==> config.mk <==
export PLATFORM = sky130hd
export DESIGN_NAME = moore_pattern_detector_flat
export DESIGN_NICKNAME = d
export VERILOG_FILES = /design/src/rtl/moore_pattern_detector_if.sv /design/src/rtl/moore_pattern_detector.sv /design/src/flat_wrapper.sv
export SDC_FILE = /design/constraint.sdc
export NUM_CORES = 1
export LEC_CHECK = 0
export ABC_AREA = 1
export CAP_MARGIN = 30
export CELL_PAD_IN_SITES_DETAIL_PLACEMENT = 1
export CELL_PAD_IN_SITES_GLOBAL_PLACEMENT = 1
export CORE_MARGIN = 1.5
export CORE_UTILIZATION = 45
export CTS_CLUSTER_DIAMETER = 200
export DETAILED_ROUTE_END_ITERATION = 10
export DONT_BUFFER_PORTS = 1
export PLACE_DENSITY_LB_ADDON = 0.3
export SYNTH_ARGS = -nofsm -noshare
export SYNTH_HDL_FRONTEND = slang
export SYNTH_SLANG_ARGS = --single-unit
==> constraint.sdc <==
create_clock -name clock -period 2.1 [get_ports clock]
set_input_delay 0.42 -clock clock [delete_from_list [all_inputs] [get_ports clock]]
set_output_delay 0.42 -clock clock [all_outputs]
set_load 0.1 [all_outputs]
==> src/rtl/moore_pattern_detector_if.sv <==
// moore_pattern_detector_if: serial bit stream, pattern programming and detector status bundle
interface moore_pattern_detector_if #(
    parameter int PAT_W = 4,
    parameter int CNT_W = 8
);
    localparam int FW = $clog2(PAT_W + 1);
    logic             x_in;
    logic             in_valid;
    logic             pat_load;
    logic [PAT_W-1:0] pat_in;
    logic             overlap_en;
    logic             match;
    logic [1:0]       state_out;
    logic [FW-1:0]    fill_cnt;
    logic [CNT_W-1:0] match_count;
    modport master (
        output x_in, in_valid, pat_load, pat_in, overlap_en,
        input  match, state_out, fill_cnt, match_count
    );
    modport slave (
        input  x_in, in_valid, pat_load, pat_in, overlap_en,
        output match, state_out, fill_cnt, match_count
    );
endinterface

==> src/rtl/moore_pattern_detector.sv <==
// moore_pattern_detector: programmable serial pattern Moore detector with saturating match counter
module moore_pattern_detector #(
    parameter int PAT_W = 4,
    parameter int CNT_W = 8
) (
    input logic clock,
    input logic reset,
    moore_pattern_detector_if.slave bus
);
    localparam int FW = $clog2(PAT_W + 1);
    typedef enum logic [1:0] {S_IDLE = 2'b00, S_FILL = 2'b01, S_SCAN = 2'b10, S_HIT = 2'b11} state_t;
    state_t           state_q, state_d;
    logic [PAT_W-1:0] pat_q, hist_q, hist_d;
    logic [FW-1:0]    fill_q, fill_d;
    logic [CNT_W-1:0] cnt_q;
    logic             match_q, acc;
    always_comb begin
        acc = bus.in_valid && state_q != S_IDLE;
        // Truncating the concatenation keeps the newest PAT_W bits, which also covers PAT_W=1
        hist_d = PAT_W'({hist_q, bus.x_in});
        fill_d = (state_q == S_HIT && !bus.overlap_en) ? FW'(1) :
                 (fill_q == FW'(PAT_W)) ? fill_q : fill_q + 1'b1;
        state_d = (fill_d != FW'(PAT_W)) ? S_FILL : (hist_d == pat_q) ? S_HIT : S_SCAN;
    end
    always_ff @(posedge clock or posedge reset) begin
        if (reset) begin
            state_q <= S_IDLE;
            pat_q   <= '0;
            hist_q  <= '0;
            fill_q  <= '0;
            cnt_q   <= '0;
            match_q <= 1'b0;
        end else if (bus.pat_load) begin
            state_q <= S_FILL;
            pat_q   <= bus.pat_in;
            hist_q  <= '0;
            fill_q  <= '0;
            cnt_q   <= '0;
            match_q <= 1'b0;
        end else if (acc) begin
            state_q <= state_d;
            hist_q  <= hist_d;
            fill_q  <= fill_d;
            cnt_q   <= (state_d == S_HIT && !(&cnt_q)) ? cnt_q + 1'b1 : cnt_q;
            match_q <= state_d == S_HIT;
        end
    end
    assign bus.match       = match_q;
    assign bus.state_out   = state_q;
    assign bus.fill_cnt    = fill_q;
    assign bus.match_count = cnt_q;
endmodule
==> src/flat_wrapper.sv <==
// flat-port wrapper written by rule: the top's interface ports become plain ports
module moore_pattern_detector_flat 
#(
    parameter int PAT_W = 4,
    parameter int CNT_W = 8
)
  (clock, reset, bus_x_in, bus_in_valid, bus_pat_load, bus_pat_in, bus_overlap_en, bus_match, bus_state_out, bus_fill_cnt, bus_match_count);
  moore_pattern_detector_if #(.PAT_W(PAT_W), .CNT_W(CNT_W)) bus_i ();
  input logic clock;
  input logic reset;
  input wire logic [$bits(bus_i.x_in)-1:0] bus_x_in;
  input wire logic [$bits(bus_i.in_valid)-1:0] bus_in_valid;
  input wire logic [$bits(bus_i.pat_load)-1:0] bus_pat_load;
  input wire logic [$bits(bus_i.pat_in)-1:0] bus_pat_in;
  input wire logic [$bits(bus_i.overlap_en)-1:0] bus_overlap_en;
  output wire logic [$bits(bus_i.match)-1:0] bus_match;
  output wire logic [$bits(bus_i.state_out)-1:0] bus_state_out;
  output wire logic [$bits(bus_i.fill_cnt)-1:0] bus_fill_cnt;
  output wire logic [$bits(bus_i.match_count)-1:0] bus_match_count;
  assign bus_i.x_in = bus_x_in;
  assign bus_i.in_valid = bus_in_valid;
  assign bus_i.pat_load = bus_pat_load;
  assign bus_i.pat_in = bus_pat_in;
  assign bus_i.overlap_en = bus_overlap_en;
  assign bus_match = bus_i.match;
  assign bus_state_out = bus_i.state_out;
  assign bus_fill_cnt = bus_i.fill_cnt;
  assign bus_match_count = bus_i.match_count;
  moore_pattern_detector #(.PAT_W(PAT_W), .CNT_W(CNT_W)) u_core (.clock(clock), .reset(reset), .bus(bus_i));
endmodule
# == Word level (Yosys, flattened, before mapping) ==
# Cells that the tools add are included.
# word_totals
reg_bits,21
inputBits,10
out_inout_bits,14
word_cells,38
# op_classes
n_addsub,2
eq_ne,5
mux,15
n_reduce_logical,10
# ops
op,count
$mux 8,3
$mux 3,6
$add 8x1->8 const B,1
$reduce_and 8->1,1
$mux 2,3
$reduce_bool 2->1,3
$eq 2x2->1 const B,2
$eq 4x4->1,1
$add 3x1->3 const B,1
$eq 3x3->1 const B,1
$logic_and 1x1->1,3
$mux 1,3
$ne 3x3->1 const B,1
$logic_not 1->1,2
$reduce_and 2->1,1

# == Logic depth before layout (Yosys ltp) ==
# depth
word_depth,10
depth_mapped,10

# == Worst setup path after synthesis ==
# OpenSTA, ideal clock, no wires.
# synth_path
path_type,flip-flop to flip-flop
from,"reg u_core.fill_q[0], in the netlist u_core.bus.fill_cnt[0]"
to,"reg u_core.cnt_q[6], in the netlist u_core.bus.match_count[6]"
arrival_ps,2155
required_ps,1979
slack_ps,-176
stages_incl_launch_ff,8
path_buffers,0
period_less_slack_ps,2276
cell_sequence,dfrtp_1 inv_1 ha_1 nand3b_2 nor2_4 nand4_2 nand3_1 nand2_1
# synth_between
elab_chain_cells,9
elab_cells_between_ends,10
# synth_lines
element,line,text
start: declaration,moore_pattern_detector.sv:14,"logic [FW-1:0] fill_q, fill_d;"
start signal: assignment,moore_pattern_detector.sv:43,fill_q <= fill_d;
$add 3x1->3 / $eq 3x3->1 (equally long branches),moore_pattern_detector.sv:22,(fill_q == FW'(PAT_W)) ? fill_q : fill_q + 1'b1;
$mux 3 (*),moore_pattern_detector.sv:22,
$mux 3 (*),moore_pattern_detector.sv:21,fill_d = (state_q == S_HIT && !bus.overlap_en) ? FW'(1) :
$ne 3x3->1 (*),moore_pattern_detector.sv:23,state_d = (fill_d != FW'(PAT_W)) ? S_FILL : (hist_d == pat_q) ? S_HIT : S_SCAN;
$mux 2 (*),moore_pattern_detector.sv:23,
$eq 2x2->1 (*),moore_pattern_detector.sv:44,cnt_q <= (state_d == S_HIT && !(&cnt_q)) ? cnt_q + 1'b1 : cnt_q;
$logic_and 1x1->1 (*),moore_pattern_detector.sv:44,
$reduce_bool 2->1 (no line) (*),--,
$reduce_and 2->1 (no line) (*),--,
end signal: assignment,moore_pattern_detector.sv:44,
end: declaration,moore_pattern_detector.sv:15,logic [CNT_W-1:0] cnt_q;
# Every way passes the cells marked *; elsewhere a longest branch is shown, timed or not.
# A chain may end at the register's enable or synchronous reset.

# == Worst setup path in the final report ==
# layout_path
from,"reg u_core.fill_q[0], in the netlist u_core.bus.fill_cnt[0]"
to,"reg u_core.cnt_q[3], in the netlist u_core.bus.match_count[3]"
# The elaborated chain is that of the path after synthesis.

==> results.md <==
- The clock buffer count from CTS is 3.
- The number of cells after detailed placement is 186.
- In this run the register-to-register setup slack is 0.33 ns.
- The final standard cell count with taps included and fillers excluded is 190.
- The average routed wire per standard cell is 15.71 µm.
- The I/O pin count is 24.
- The placed instances occupy a cell area of 1334 µm².
- 0 antenna diodes ended up in the layout.
- The final worst-path cycle share is 0.8431.
- The area growth from synthesis to layout is 13.70%.
- The final layout net count is 174.
- Buffers added to address setup during post-CTS repair amount to 0.
- The initial detailed-routing violation count is 15.
- The core utilization of the finished layout is 0.5440.
- The clock slew at the register clock pins of the worst setup and hold paths is 0.12 ns.
- In this run the mean area of a mapped cell was 8.307 µm².
- In this run the critical register-to-register path is launched from u_core.bus.fill_cnt[0].
- The last element of the critical path is u_core.bus.match_count[3].
- Setup violations remaining at the end of the flow were counted as 0.
- The first global-routing pass estimated 4664 µm of wire.
- The die covers 2976 µm².
- In this run the tool buffered the top-level ports with 0 buffer cells.
- Of the post-synthesis cell area, the dominant cell type holds 0.4393.
- The maximum number of pins on one net before global-route repair is 22.
- The signal arrival time at the worst endpoint is 1.98 ns.
- In this run, distinct cell masters in the synthesized netlist total 24.
- Across the routed clock network, the largest skew measured is 0.004239 ns.
- The placeable core area is 2500 µm².
- In this design, the stage delay of the slowest critical-path cell is 0.45 ns.
- The TritonCTS sink count is 21.
- Once detailed placement completed, the half-perimeter wirelength came to 2312 µm.
- Post-CTS repair changed the size of 0 cells.
- In this run the critical register-to-register path is captured at u_core.bus.match_count[3].
- For this run, the top clock speed supported by timing is 564.8 MHz.
- Of the synthesized area, sequential elements account for 0.4393.
- The total number of cells along the worst setup path is 7.
- The library cells used most frequently in the layout, excluding fill and tap cells, are 36 x nand2_1, 23 x nand3_1, 19 x dfrtp_1.
- STA puts the critical path data required time at 2.31 ns.
- The launching element type of the critical path is a flip-flop.
- The buffer cell driving the clock tree root is clkbuf_4.
- The library cell used most frequently in the layout, excluding fill and tap cells, is nand2_1.
- After technology mapping, the gate count stands at 144.
- TritonCTS built the clock tree.
- In this run the power density over the cells is 581.5 nW/µm².
- The tool flagged a number of max-cap violations equal to 0.
- The mean number of vias per cell is 5.374.
- The cell leakage power is 0.6688 nW.
- The number of vias in the routed layout is 1021.
- The die is 54.56 µm tall.
- The total number of placement rows is 18.
- Across the VDD grid, the largest voltage drop is 0.0003757 V.
- The hold violation total from the final report came to 0.
- The number of global-route vias before repair is 1060.
- The number of routed nets with antenna violations is 0.
- The cell family contributing the most delay on the critical path is simple AND/OR/NAND/NOR gates.
- Setup repair after global routing left no endpoint under its margin.
- The worst-path cell with the longest stage delay is dfrtp_2.
- The run finished with clean final reports.
- The setup TNS is 0 ns.
- At the placement stage, the worst setup path has a slack of 0.3605 ns.
- At the pin with the least slew margin, the transition time is 0.8252 ns.
- The launch point of the critical path is u_core.bus.fill_cnt[0].
- Routability-driven placement finished with a final weighted congestion of 0.7667.
- After global routing the overflow that remains totals 0.
- The class of the most critical hold timing path is in -> async.
- Of the cells placed in the final design, the portion with a size suffix greater than 1 is 0.2313.
- The number of antenna violations at the first check in global routing is 0.
- The maximum fanout along the worst path is 8.
- The cell area after synthesis is 1196 µm².
- Summed over all layers, the routed wires come to 2984 µm.
- The worst path in the final design needs a cycle of 1.770 ns, including I/O delays and setup.
- The final-report max-slew violation count was 0.
- In the routed design, unresolved DRC markers number 0.
- By area the synthesized netlist is led by dfrtp_1 44%, nand2_1 11%, nand3_1 9.6%.
- The number of optimization iterations in the first detailed-route pass is 4.
- The start-to-end type of the worst setup path is reg -> reg.
- The effective utilization at floorplan is 0.4785.
- The headroom to the max-slew limit is 0.4493.
- The worst hold slack after final layout is 0.1503 ns.
- The number of cells on the worst reg-to-reg path is 7.
- The synthesized design contains 21 register bits.
- The all-layer global routing usage is 0.2265.
- The total non-filler cell area in the finished layout is 1360 µm².
- The clock passes through at most 2 buffers.
- The signal on the critical path passes through inv_1 > ha_1 > nand3b_2 > nor2_4 > nand4_2 > nand3_1 > nand2_1.
- The count of warnings emitted by yosys is 0.
- The maximum level of the CTS H-tree is 1.
- Together, buffers and inverters on the worst path number 1.
- The count of hold-fix buffers inserted at cts is 0.
- The overall power consumption is 0.7909 mW.
- The floorplan step set the die width to 54.56 µm.
- STA classifies the critical path endpoint as a flip-flop.
- The number of nets produced by synthesis is 157.
- The clock latency reported for the late side of the worst-skew pair is 0.31 ns.
- The final setup slack of the worst path is 0.3296 ns.
- The largest total area in the synthesized netlist belongs to dfrtp_1.
-- Yosys cell counts --
| master | n |
|---|---|
| nand2_1 | 36 |
| nand3_1 | 23 |
| dfrtp_1 | 21 |
| inv_1 | 16 |
| nor2_1 | 8 |
| xnor2_1 | 5 |
| nand3_2 | 4 |
| o22ai_1 | 4 |
| buf_2 | 3 |
| ha_1 | 3 |
| nor2_2 | 3 |
| o21ai_0 | 3 |
| nand2_2 | 2 |
| nor2_4 | 2 |
| xor2_1 | 2 |
| inv_2 | 1 |
| nand2_4 | 1 |
| nand3b_2 | 1 |
| nand4_1 | 1 |
| nand4_2 | 1 |
| nor3b_1 | 1 |
| o21ai_2 | 1 |
| o2bb2ai_1 | 1 |
| o31ai_2 | 1 |
-- flip-flops by register name (all words and copies together) (netlist names) --
register                count
u_core.bus.match            1
u_core.pat_q                4
u_core.bus.fill_cnt         3
u_core.bus.state_out        2
u_core.bus.match_count      8
u_core.hist_q               3
-- worst min-delay path by stage --
stage / start / end / depth (start not counted)
floorplan: reset / u_core.bus.fill_cnt[2] / 1
global route: reset / u_core.bus.match_count[2] / 1
CTS: reset / u_core.bus.match_count[0] / 1
finish: reset / u_core.pat_q[1] / 1
detailed placement: u_core.pat_q[1] / u_core.pat_q[1] / 2
global placement: u_core.pat_q[1] / u_core.pat_q[1] / 2
-- per-layer routing --
metal  up-vias  share of wire  GRT usage  routed length (µm)
li1        497              -          -                   -
met1       502           0.41     0.2366                1211
met2        18           0.56     0.4438                1661
met3         4          0.027    0.03825                  80
met4         0          0.010    0.08333                  31
met5         -              0          0                   0
-- power by group --
part	total, mW	internal [mW]	leakage [nW]	switching, mW
Sequential	0.434	0.420	0.275	0.0134
Combinational	0.154	0.0398	0.379	0.115
Clock	0.203	0.0741	0.0150	0.129
-- logic make-up (layout without fill, tap and decap cells) --
family / Yosys count / count (layout) / synth area share
AO/OA/AOI/OAI: 10 / 10 / 0.05857
XOR/XNOR: 7 / 7 / 0.05126
adder cells (fa/ha/maj): 3 / 3 / 0.03138
buffers and inverters: 20 / 36 / 0.06589
flip-flops: 21 / 21 / 0.4393
AND/OR/NAND/NOR: 83 / 83 / 0.3536
-- worst register-to-register path: cells and delay by family (launching register included) --
| kind | cells | cell delay, ns |
|---|---|---|
| adder cells (fa/ha/maj) | 1 | 0.25 |
| buffers and inverters | 1 | 0.12 |
| AND/OR/NAND/NOR | 5 | 0.85 |
| flip-flops | 1 | 0.45 |
-- final cells by class --
cell class	instances	area [µm²]
fill	312	1140
clock buffer	4	26.28
timing repair buffer	15	112.6
multi-input combinational	103	591.8
tap	30	37.54
sequential	21	528.0
inverter	17	63.81
Note: power is estimated with default switching activity, not from simulation.
